**src/rtl/alu_pkg.sv**
```systemverilog
// Shared types and constants for the ALU issue stage.
// Control codes, opcodes, decoded-op bundle and buffer states.
package alu_pkg;

  localparam logic [3:0] ALU_AND = 4'b0000;
  localparam logic [3:0] ALU_OR  = 4'b0001;
  localparam logic [3:0] ALU_ADD = 4'b0010;
  localparam logic [3:0] ALU_SUB = 4'b0110;

  localparam logic [6:0] OP_R   = 7'b0110011;
  localparam logic [6:0] OP_I   = 7'b0010011;
  localparam logic [6:0] OP_LW  = 7'b0000011;
  localparam logic [6:0] OP_SW  = 7'b0100011;
  localparam logic [6:0] OP_BEQ = 7'b1100011;

  localparam logic [6:0] F7_BASE = 7'b0000000;
  localparam logic [6:0] F7_ALT  = 7'b0100000;

  typedef struct packed {
    logic [3:0]  ctrl;
    logic [31:0] op1;
    logic [31:0] op2;
    logic [4:0]  rd;
    logic        is_branch;
  } alu_op_t;

  typedef enum logic [1:0] {
    BUF_EMPTY = 2'd0,
    BUF_ONE   = 2'd1,
    BUF_TWO   = 2'd2
  } buf_state_t;

  function automatic logic [31:0] sext12(input logic [11:0] v);
    return {{20{v[11]}}, v};
  endfunction

endpackage

```
**src/rtl/alu_decode.sv**
```systemverilog
// Combinational RV32I subset decoder feeding the issue buffer.
// Unsupported encodings raise o_illegal and are never enqueued.
module alu_decode
  import alu_pkg::*;
(
  input  logic [31:0] i_instr,
  input  logic [31:0] i_rs1,
  input  logic [31:0] i_rs2,
  output alu_op_t     o_op,
  output logic        o_illegal
);

  logic [6:0] w_opc;
  logic [2:0] w_f3;
  logic [6:0] w_f7;

  assign w_opc = i_instr[6:0];
  assign w_f3  = i_instr[14:12];
  assign w_f7  = i_instr[31:25];

  // Map opcode/funct fields to ALU control and operand 2 source
  always_comb begin
    o_op.ctrl      = ALU_ADD;
    o_op.op1       = i_rs1;
    o_op.op2       = i_rs2;
    o_op.rd        = i_instr[11:7];
    o_op.is_branch = 1'b0;
    o_illegal      = 1'b0;
    unique case (w_opc)
      OP_R: begin
        unique case (1'b1)
          (w_f7 == F7_BASE && w_f3 == 3'b000): o_op.ctrl = ALU_ADD;
          (w_f7 == F7_ALT  && w_f3 == 3'b000): o_op.ctrl = ALU_SUB;
          (w_f7 == F7_BASE && w_f3 == 3'b111): o_op.ctrl = ALU_AND;
          (w_f7 == F7_BASE && w_f3 == 3'b110): o_op.ctrl = ALU_OR;
          default: o_illegal = 1'b1;
        endcase
      end
      OP_I: begin
        o_op.op2 = sext12(i_instr[31:20]);
        unique case (w_f3)
          3'b000:  o_op.ctrl = ALU_ADD;
          3'b111:  o_op.ctrl = ALU_AND;
          3'b110:  o_op.ctrl = ALU_OR;
          default: o_illegal = 1'b1;
        endcase
      end
      OP_LW: begin
        o_op.op2  = sext12(i_instr[31:20]);
        o_illegal = (w_f3 != 3'b010);
      end
      OP_SW: begin
        o_op.op2  = sext12({i_instr[31:25], i_instr[11:7]});
        o_op.rd   = 5'd0;
        o_illegal = (w_f3 != 3'b010);
      end
      OP_BEQ: begin
        o_op.ctrl      = ALU_SUB;
        o_op.rd        = 5'd0;
        o_op.is_branch = 1'b1;
        o_illegal      = (w_f3 != 3'b000);
      end
      default: o_illegal = 1'b1;
    endcase
  end

endmodule

```
**src/rtl/alu_issue_stage.sv**
```systemverilog
// Issue stage in front of the ALU: decode, 2-entry skid buffer,
// registered ALU inputs and a saturating illegal-instruction counter.
module alu_issue_stage
  import alu_pkg::*;
#(
  parameter int CNT_W = 8
) (
  input  logic             Clk,
  input  logic             Reset,
  input  logic             InValid,
  output logic             InReady,
  input  logic [31:0]      Instr,
  input  logic [31:0]      Rs1Data,
  input  logic [31:0]      Rs2Data,
  output logic             OutValid,
  input  logic             OutReady,
  output logic [3:0]       Control,
  output logic [31:0]      Operand1,
  output logic [31:0]      Operand2,
  output logic [4:0]       Rd,
  output logic             IsBranch,
  output logic [CNT_W-1:0] IllegalCount
);

  buf_state_t       r_state;
  alu_op_t          r_head;
  alu_op_t          r_tail;
  logic [CNT_W-1:0] r_ill_cnt;

  alu_op_t w_dec;
  logic    w_illegal;
  logic    w_take;
  logic    w_push;
  logic    w_pop;
  logic    w_drop;

  alu_decode u_dec (
    .i_instr   (Instr),
    .i_rs1     (Rs1Data),
    .i_rs2     (Rs2Data),
    .o_op      (w_dec),
    .o_illegal (w_illegal)
  );

  assign InReady  = !Reset && (r_state != BUF_TWO);
  assign OutValid = (r_state != BUF_EMPTY);

  assign w_take = InValid && InReady;
  assign w_push = w_take && !w_illegal;
  assign w_drop = w_take && w_illegal;
  assign w_pop  = OutValid && OutReady;

  assign Control  = r_head.ctrl;
  assign Operand1 = r_head.op1;
  assign Operand2 = r_head.op2;
  assign Rd       = r_head.rd;
  assign IsBranch = r_head.is_branch;

  assign IllegalCount = r_ill_cnt;

  // Skid buffer FSM; head doubles as the ALU input register
  always_ff @(posedge Clk or posedge Reset) begin
    if (Reset) begin
      r_state <= BUF_EMPTY;
      r_head  <= '{ctrl: ALU_ADD, op1: '0, op2: '0,
                   rd: '0, is_branch: 1'b0};
      r_tail  <= '{ctrl: ALU_ADD, op1: '0, op2: '0,
                   rd: '0, is_branch: 1'b0};
    end else begin
      unique case (r_state)
        BUF_EMPTY: begin
          if (w_push) begin
            r_head  <= w_dec;
            r_state <= BUF_ONE;
          end
        end
        BUF_ONE: begin
          if (w_push && w_pop) begin
            r_head <= w_dec;
          end else if (w_push) begin
            r_tail  <= w_dec;
            r_state <= BUF_TWO;
          end else if (w_pop) begin
            // Operands hold; control falls back to a safe ADD
            r_head.ctrl      <= ALU_ADD;
            r_head.is_branch <= 1'b0;
            r_state          <= BUF_EMPTY;
          end
        end
        BUF_TWO: begin
          if (w_pop) begin
            r_head  <= r_tail;
            r_state <= BUF_ONE;
          end
        end
        default: r_state <= BUF_EMPTY;
      endcase
    end
  end

  // Count dropped unsupported instructions, sticking at all-ones
  always_ff @(posedge Clk or posedge Reset) begin
    if (Reset) begin
      r_ill_cnt <= '0;
    end else if (w_drop && (r_ill_cnt != {CNT_W{1'b1}})) begin
      r_ill_cnt <= r_ill_cnt + 1'b1;
    end
  end

endmodule

```
**config.mk**
```make
export PLATFORM = sky130hd
export DESIGN_NAME = alu_issue_stage
export DESIGN_NICKNAME = d
export VERILOG_FILES = /design/src/rtl/alu_pkg.sv /design/src/rtl/alu_decode.sv /design/src/rtl/alu_issue_stage.sv
export SDC_FILE = /design/constraint.sdc
export NUM_CORES = 1
export LEC_CHECK = 0
export CORE_ASPECT_RATIO = 1.1
export CORE_MARGIN = 4
export CORE_UTILIZATION = 45
export CTS_BUF_LIST = sky130_fd_sc_hd__clkbuf_8
export DETAILED_ROUTE_END_ITERATION = 8
export PLACE_DENSITY = 0.73
export SLEW_MARGIN = 0
export SYNTH_ARGS = -nofsm -noshare
export SYNTH_HDL_FRONTEND = slang
export SYNTH_SLANG_ARGS = --single-unit
```
**constraint.sdc**
```tcl
create_clock -name Clk -period 4.9 [get_ports Clk]
set_input_delay 0.98 -clock Clk [delete_from_list [all_inputs] [get_ports Clk]]
set_output_delay 0.98 -clock Clk [all_outputs]
set_load 0.05 [all_outputs]
```
==> results.cfg, run 1 <==
[run_status]
run_status = completed

[min_path]
min_delay_worst_type = reg2reg
hold_path_startpoint = r_tail[67]$_DFFE_PP0P_

[timing]
postLayoutSetupSlackWorst_ps = 1110
hold_viol_final = 0
finalSetupTns_ps = 0
min_period_over_period = 0.773
worst_pin_slew_ps = 1170
max-slew-margin-rel = 0.214
unrepaired_setup_endpoints_after_global_routing = no
timing.clock.skew_ps = 7.37
period_needed_ps = 3790
finalHoldWorstSlack_ps = 492
finalSetupViolCount = 0
timing.fmax_ghz = 0.264
maxSlewViolCount = 0

[worst_setup_path]
crit_fanout = 46
worst_setup_path_startpoint = Instr[28]
cp_data_arrival_time_ps = 4110
path_class = in2reg
cp-start-kind = primary input
critical_path_required_ps = 5220
worst_setup_path_end_kind = flop
timing.rr.start = r_state[0]$_DFFE_PP0P_
r2r_setup_slack_ps = 2020

[floorplanning]
initial_utilization = 0.462
floorplan.io_pins = 184
die_width_um = 130
total_number_of_placement_rows = 48
core_area_um2 = 15900
fp.dieH_um = 142
floorplan.die_area_um2 = 18400

[synth]
ys_async_sr_fraction = 1.00
postSynthAreaPerCell_um2 = 11.4
edff_count_synth = 0
synthesis.area_um2 = 7330
postSynthRegisterBits = 156
synth.distinct_cells = 58
seq_area_frac_synth = 0.533
mapped_cells = 643
mappedNetlistNets = 748
synthesis.yosys.warnings = 0
ys.flop_type = sky130_fd_sc_hd__dfrtp_1

[detailed_routing]
drt_pass1_iterations = 5
mean_routed_wirelength_per_cell_um = 18.4
drt_drc_violations_left = 0
routed_via_density = 5.62
overall_via_count_from_detail_route = 5714
ant_nets = 0
wl_mm = 18.7
first_iter_violations = 360

[cts]
insertion_delay_ps = 440
number_of_buffers_inserted_during_clock_tree_synthesis = 17
worst_setup_hold_path_clk_slew_ps = 80
cts-htree-levels = 4
ctsHoldBuffers = 0
tritoncts_num_sinks = 156
clk_root_buffer_cell = sky130_fd_sc_hd__clkbuf_8
clock_tree_from_tritoncts = built
postCtsResizedCells = 0
cts_setup_buffers = 0
clock_tree.buffer_depth = 2

[global_route]
first_global_vias = 5916
first_pass_grt_wire_length_mm = 29.8
grt_max_degree = 108
antenna_found_initial = 0
grt_remaining_overflow = 0
grt.total_usage = 0.204

[final_layout]
syn2layout_area_growth_pct = 31.1
nets = 909
share_of_cells_above_drive_strength_1 = 0.196
post-route-util = 0.606
antennaDiodeCount = 0
final_cells = 1017

[power]
leakagePower_nw = 4.39
pwr_density_cell_nw_per_um2 = 402
worst_vdd_drop_mv = 0.260

[placed_design]
dp.final_hpwl_mm = 12.8
post-place-ws_ps = 685
dp_cells = 985
portBuffers = 177
routabilityCongestion = 0.979

[job]
timing.max_cap.violations = 0
worst paths after layout:
check                                           endpoint  cells after the start
worst max-delay path            Operand2[26]$_DFFE_PP0P_                      8
worst min-delay path              r_tail[67]$_DFFE_PP0P_                      1
worst max register to register         Rd[1]$_DFFE_PP0P_                      6
worst min register to register    r_tail[67]$_DFFE_PP0P_                      1
max in group asynchronous         r_tail[30]$_DFFE_PP0P_                      3
min in group asynchronous         Control[2]$_DFFE_PP0P_                      2
synthesized netlist by cell type, types with 2 or more instances:
cell | count | area, um^2
sky130_fd_sc_hd__inv_1 | 10 | 37.5
sky130_fd_sc_hd__xnor2_1 | 2 | 17.5
sky130_fd_sc_hd__mux2i_1 | 9 | 90.1
sky130_fd_sc_hd__mux2_2 | 108 | 1220
sky130_fd_sc_hd__ha_1 | 5 | 62.6
sky130_fd_sc_hd__or3_1 | 2 | 12.5
sky130_fd_sc_hd__and2_1 | 2 | 12.5
sky130_fd_sc_hd__o2bb2ai_1 | 6 | 52.6
sky130_fd_sc_hd__nor2_1 | 46 | 173
sky130_fd_sc_hd__buf_2 | 9 | 45.0
sky130_fd_sc_hd__mux2_1 | 2 | 22.5
sky130_fd_sc_hd__o21a_1 | 2 | 15.0
sky130_fd_sc_hd__clkbuf_1 | 25 | 93.8
sky130_fd_sc_hd__nand3b_1 | 2 | 15.0
sky130_fd_sc_hd__a21oi_1 | 58 | 290
sky130_fd_sc_hd__dfrtp_1 | 154 | 3850
sky130_fd_sc_hd__nand3_1 | 13 | 65.1
sky130_fd_sc_hd__o22ai_1 | 5 | 31.3
sky130_fd_sc_hd__xor2_1 | 5 | 43.8
sky130_fd_sc_hd__nor3_1 | 7 | 35.0
sky130_fd_sc_hd__o21ai_0 | 34 | 170
sky130_fd_sc_hd__a22o_1 | 43 | 377
sky130_fd_sc_hd__nor2b_1 | 2 | 12.5
sky130_fd_sc_hd__dfstp_2 | 2 | 52.6
sky130_fd_sc_hd__nand2_1 | 48 | 180
sky130_fd_sc_hd__a31oi_1 | 2 | 12.5
sky130_fd_sc_hd__buf_4 | 7 | 52.6
sky130_fd_sc_hd__and3_1 | 3 | 18.8
area by class of cell:
cell class,count,area [um^2]
sequential,156,3910
fill,1340,6250
tap,200,250
timing repair buffer,186,1880
multi-input combinational,432,3170
clock inverter,11,67.6
inverter,11,45.0
clock buffer,21,289
cells in the final DEF (no fill, tap or decap), types with 2 or more instances in the layout:
| master | instances |
|---|---|
| sky130_fd_sc_hd__a21oi_1 | 58 |
| sky130_fd_sc_hd__a22o_1 | 43 |
| sky130_fd_sc_hd__a31oi_1 | 2 |
| sky130_fd_sc_hd__and3_1 | 3 |
| sky130_fd_sc_hd__buf_12 | 3 |
| sky130_fd_sc_hd__buf_4 | 6 |
| sky130_fd_sc_hd__clkbuf_8 | 21 |
| sky130_fd_sc_hd__clkdlybuf4s50_1 | 177 |
| sky130_fd_sc_hd__clkinv_2 | 5 |
| sky130_fd_sc_hd__clkinvlp_4 | 5 |
| sky130_fd_sc_hd__dfrtp_1 | 154 |
| sky130_fd_sc_hd__dfstp_2 | 2 |
| sky130_fd_sc_hd__ha_1 | 5 |
| sky130_fd_sc_hd__inv_1 | 10 |
| sky130_fd_sc_hd__mux2_1 | 2 |
| sky130_fd_sc_hd__mux2_2 | 108 |
| sky130_fd_sc_hd__mux2i_1 | 9 |
| sky130_fd_sc_hd__nand2_1 | 48 |
| sky130_fd_sc_hd__nand3_1 | 13 |
| sky130_fd_sc_hd__nand3b_1 | 2 |
| sky130_fd_sc_hd__nor2_1 | 46 |
| sky130_fd_sc_hd__nor3_1 | 7 |
| sky130_fd_sc_hd__o21a_1 | 2 |
| sky130_fd_sc_hd__o21ai_0 | 34 |
| sky130_fd_sc_hd__o22ai_1 | 5 |
| sky130_fd_sc_hd__o2bb2ai_1 | 6 |
| sky130_fd_sc_hd__or3_1 | 2 |
| sky130_fd_sc_hd__xnor2_1 | 2 |
| sky130_fd_sc_hd__xor2_1 | 5 |
sequential cells by signal, indices dropped and copies added (netlist names):
signal and cells:
IllegalCount 8, IsBranch 1, Control 3, Operand1 32, r_state 2, r_tail 73
Rd 5, Operand2 32
cells by family after synthesis:
logic type	count (synthesis)	share of synthesized area
and+or+nand+nor	136	0.0848
muxes	119	0.181
AOI/OAI and AO/OA	164	0.147
DFF	156	0.533
other	1	0.000512
buffers and inverters	55	0.0365
adders and majority gates	5	0.00853
xor gates and xnor gates	7	0.00836
metrics by stage:
step	cell area, um^2	total power, mW
final	9610	3.86
after global routing	9610	4.05
after CTS	9610	3.90
after detailed placement	9250	3.02
after global placement	9250	2.99
after floorplan	7330	2.50
per-layer routing:
metal / vias up / track usage / part of all wire
li1: 2637 / - / -
met4: 0 / 0.0700 / 0.018
met5: - / 0 / 0
met2: 213 / 0.326 / 0.48
met3: 22 / 0.0776 / 0.090
met1: 2842 / 0.255 / 0.41
power breakdown:
part / total (mW) / switching [mW] / internal, mW
clock: 0.865 / 0.466 / 0.399
combinational: 1.40 / 0.858 / 0.540
sequential: 1.59 / 0.124 / 1.47
worst max-delay path, cell delays in order:
cell                              delay [ps]
sky130_fd_sc_hd__clkdlybuf4s50_1         410
sky130_fd_sc_hd__or4_1                   610
sky130_fd_sc_hd__a2111o_1                360
sky130_fd_sc_hd__a2bb2oi_2               340
sky130_fd_sc_hd__nand4_2                 250
sky130_fd_sc_hd__nand3_4                 410
sky130_fd_sc_hd__buf_12                  310
sky130_fd_sc_hd__mux2_2                  380
Note: power is estimated with default switching activity, not from simulation.
==> inputs of run 2 (changes only) <==
==> constraint.sdc (replaced) <==
create_clock -name Clk -period 3.3 [get_ports Clk]
set_input_delay 0.66 -clock Clk [delete_from_list [all_inputs] [get_ports Clk]]
set_output_delay 0.66 -clock Clk [all_outputs]
set_load 0.05 [all_outputs]
==> run 2 against run 1 <==
  * Wire length increased by 2.1%
  * Sequential power is 48% higher
  * Combinational power is 49% higher
  * Global-route usage increased by 0.86 points
  * Highest routed layer unchanged
  * Critical path type unchanged
  * Via count is 1.2% higher
==> results.cfg, run 2 (synthesis results as in run 1) <==
[final_layout]
nFillCells = 1277
share_of_cells_above_drive_strength_1 = 0.212
syn2layout_area_growth_pct = 33.7
final_common_cell = sky130_fd_sc_hd__clkdlybuf4s50_1
top_register = r_tail
nets = 927
most_frequent_cells_in_the_layout = 177 x sky130_fd_sc_hd__clkdlybuf4s50_1, 154 x sky130_fd_sc_hd__dfrtp_1, 108 x sky130_fd_sc_hd__mux2_2
largest_register_ff_count = 73

[timing]
finalSetupTns_ps = 0
max-slew-margin-rel = 0.447
hold_viol_final = 0
period_needed_ps = 2990
timing.clock.skew_ps = 8.02
min_period_over_period = 0.905
timing.fmax_ghz = 0.335
unrepaired_setup_endpoints_after_global_routing = no
finalSetupViolCount = 0
worst_pin_slew_ps = 829
maxSlewViolCount = 0

[placed_design]
dp.final_hpwl_mm = 13.4
routabilityCongestion = 0.997
portBuffers = 177

[power]
worst_vdd_drop_mv = 0.417
pwr_density_cell_nw_per_um2 = 594
leakagePower_nw = 4.50
power_mw = 5.82

[floorplanning]
fp.dieH_um = 142
core_area_um2 = 15900
floorplan.io_pins = 184
initial_utilization = 0.462
total_number_of_placement_rows = 48
floorplan.die_area_um2 = 18400
die_width_um = 130

[detailed_routing]
routed_via_density = 5.58
wl_mm = 19.1
drt_drc_violations_left = 0
first_iter_violations = 388
drt_pass1_iterations = 5
overall_via_count_from_detail_route = 5783
ant_nets = 0
mean_routed_wirelength_per_cell_um = 18.4

[worst_setup_path]
crit_fanout = 34
rr_worst_depth = 9
worstPathCellList = clkdlybuf4s50_1, or4_1, a2111o_1, a2bb2oi_2, nand4_2, nand3_4, buf_12, mux2_2
cp_data_arrival_time_ps = 3310
crit_slowest_cell = sky130_fd_sc_hd__or4_1
critical-path-max-stage-delay_ps = 630
path_class = in2reg
cp-start-kind = primary input
worst_setup_path_end_kind = flop
critical_path_required_ps = 3630

[min_path]
min_path_cells = 1
min_delay_worst_type = reg2reg

[cts]
clk_root_buffer_cell = sky130_fd_sc_hd__clkbuf_8
insertion_delay_ps = 440
clock_tree_from_tritoncts = built
postCtsResizedCells = 0
cts_setup_buffers = 0
cts-htree-levels = 4
clock_tree.buffer_depth = 2
number_of_buffers_inserted_during_clock_tree_synthesis = 17
worst_setup_hold_path_clk_slew_ps = 80
ctsHoldBuffers = 0
tritoncts_num_sinks = 156

[run_status]
run_status = completed

[global_route]
grt-busiest-layer = met2
first_global_vias = 6136
grt_max_degree = 109
global_route.usage.met3 = 0.0802
grt.total_usage = 0.213
use_met2 = 0.343
first_pass_grt_wire_length_mm = 31.1
grt_remaining_overflow = 0
grt_use_met1 = 0.263
antenna_found_initial = 0

[job]
timing.max_cap.violations = 0
-- run 2: cell types whose count changed in the layout (fill, tap and decap cells not counted), sizes merged --
cell | previous run | this run
buf | 9 | 27
bufinv | 0 | 1
clkinv | 6 | 3
clkinvlp | 5 | 6
diode | 0 | 1
inv | 11 | 12
-- run 2: routing by layer --
metal	wire length, um	vias up
li1	-	2683
met1	7770	2863
met2	9100	205
met5	0	-
met3	1820	32
met4	374	0
-- run 2: area by class of cell --
| class | count | area [um^2] | area share |
|---|---|---|---|
| Tap cell | 200 | 250 | 0.0255 |
| Clock inverter | 11 | 93.8 | 0.00958 |
| Inverter | 11 | 45.0 | 0.00460 |
| Timing Repair Buffer | 204 | 2040 | 0.208 |
| Clock buffer | 21 | 289 | 0.0295 |
| Antenna cell | 1 | 2.50 | 0.000255 |
| Multi-Input combinational cell | 432 | 3170 | 0.324 |
| Sequential cell | 156 | 3910 | 0.399 |
-- run 2: per-stage QoR --
| stage | setup WS, ps | hold slack, ps | utilization | std cells | cell area (um^2) |
|---|---|---|---|---|---|
| finish | 313 | 497 | 0.618 | 1036 | 9800 |
| global route | 242 | 515 | 0.618 | 1035 | 9800 |
| CTS | 345 | 502 | 0.618 | 1035 | 9800 |
| detailed placement | -86.6 | 482 | 0.594 | 1003 | 9410 |
| global placement | -33.6 | 470 | 0.594 | 1003 | 9410 |
| floorplan | 374 | 458 | - | 643 | 7330 |
-- run 2: worst paths after layout --
kind,end,slack [ps],from
setup / recovery,Operand2[30]$_DFFE_PP0P_,310,Instr[28]
hold reg to reg,r_tail[67]$_DFFE_PP0P_,500,r_tail[67]$_DFFE_PP0P_
min in group asynchronous,IllegalCount[7]$_DFFE_PP0P_,760,Reset
setup reg to reg,Operand2[30]$_DFFE_PP0P_,830,r_state[0]$_DFFE_PP0P_
hold / removal,r_tail[67]$_DFFE_PP0P_,500,r_tail[67]$_DFFE_PP0P_
max in group asynchronous,r_tail[26]$_DFFE_PP0P_,2060,Reset
-- run 2: where the power goes --
part / leakage [nW] / switching (mW) / total [mW] / internal (mW)
sequential: 2.11 / 0.180 / 2.36 / 2.18
combinational: 2.20 / 1.28 / 2.09 / 0.812
clock: 0.189 / 0.697 / 1.37 / 0.670
total: 4.50 / 2.15 / 5.82 / 3.67
-- run 2: critical path, delay by kind of cell --
kind / cells / cell delay [ps]
compound gates: 2 / 610
simple gates: 3 / 1010
mux: 1 / 370
buf+inv: 2 / 640
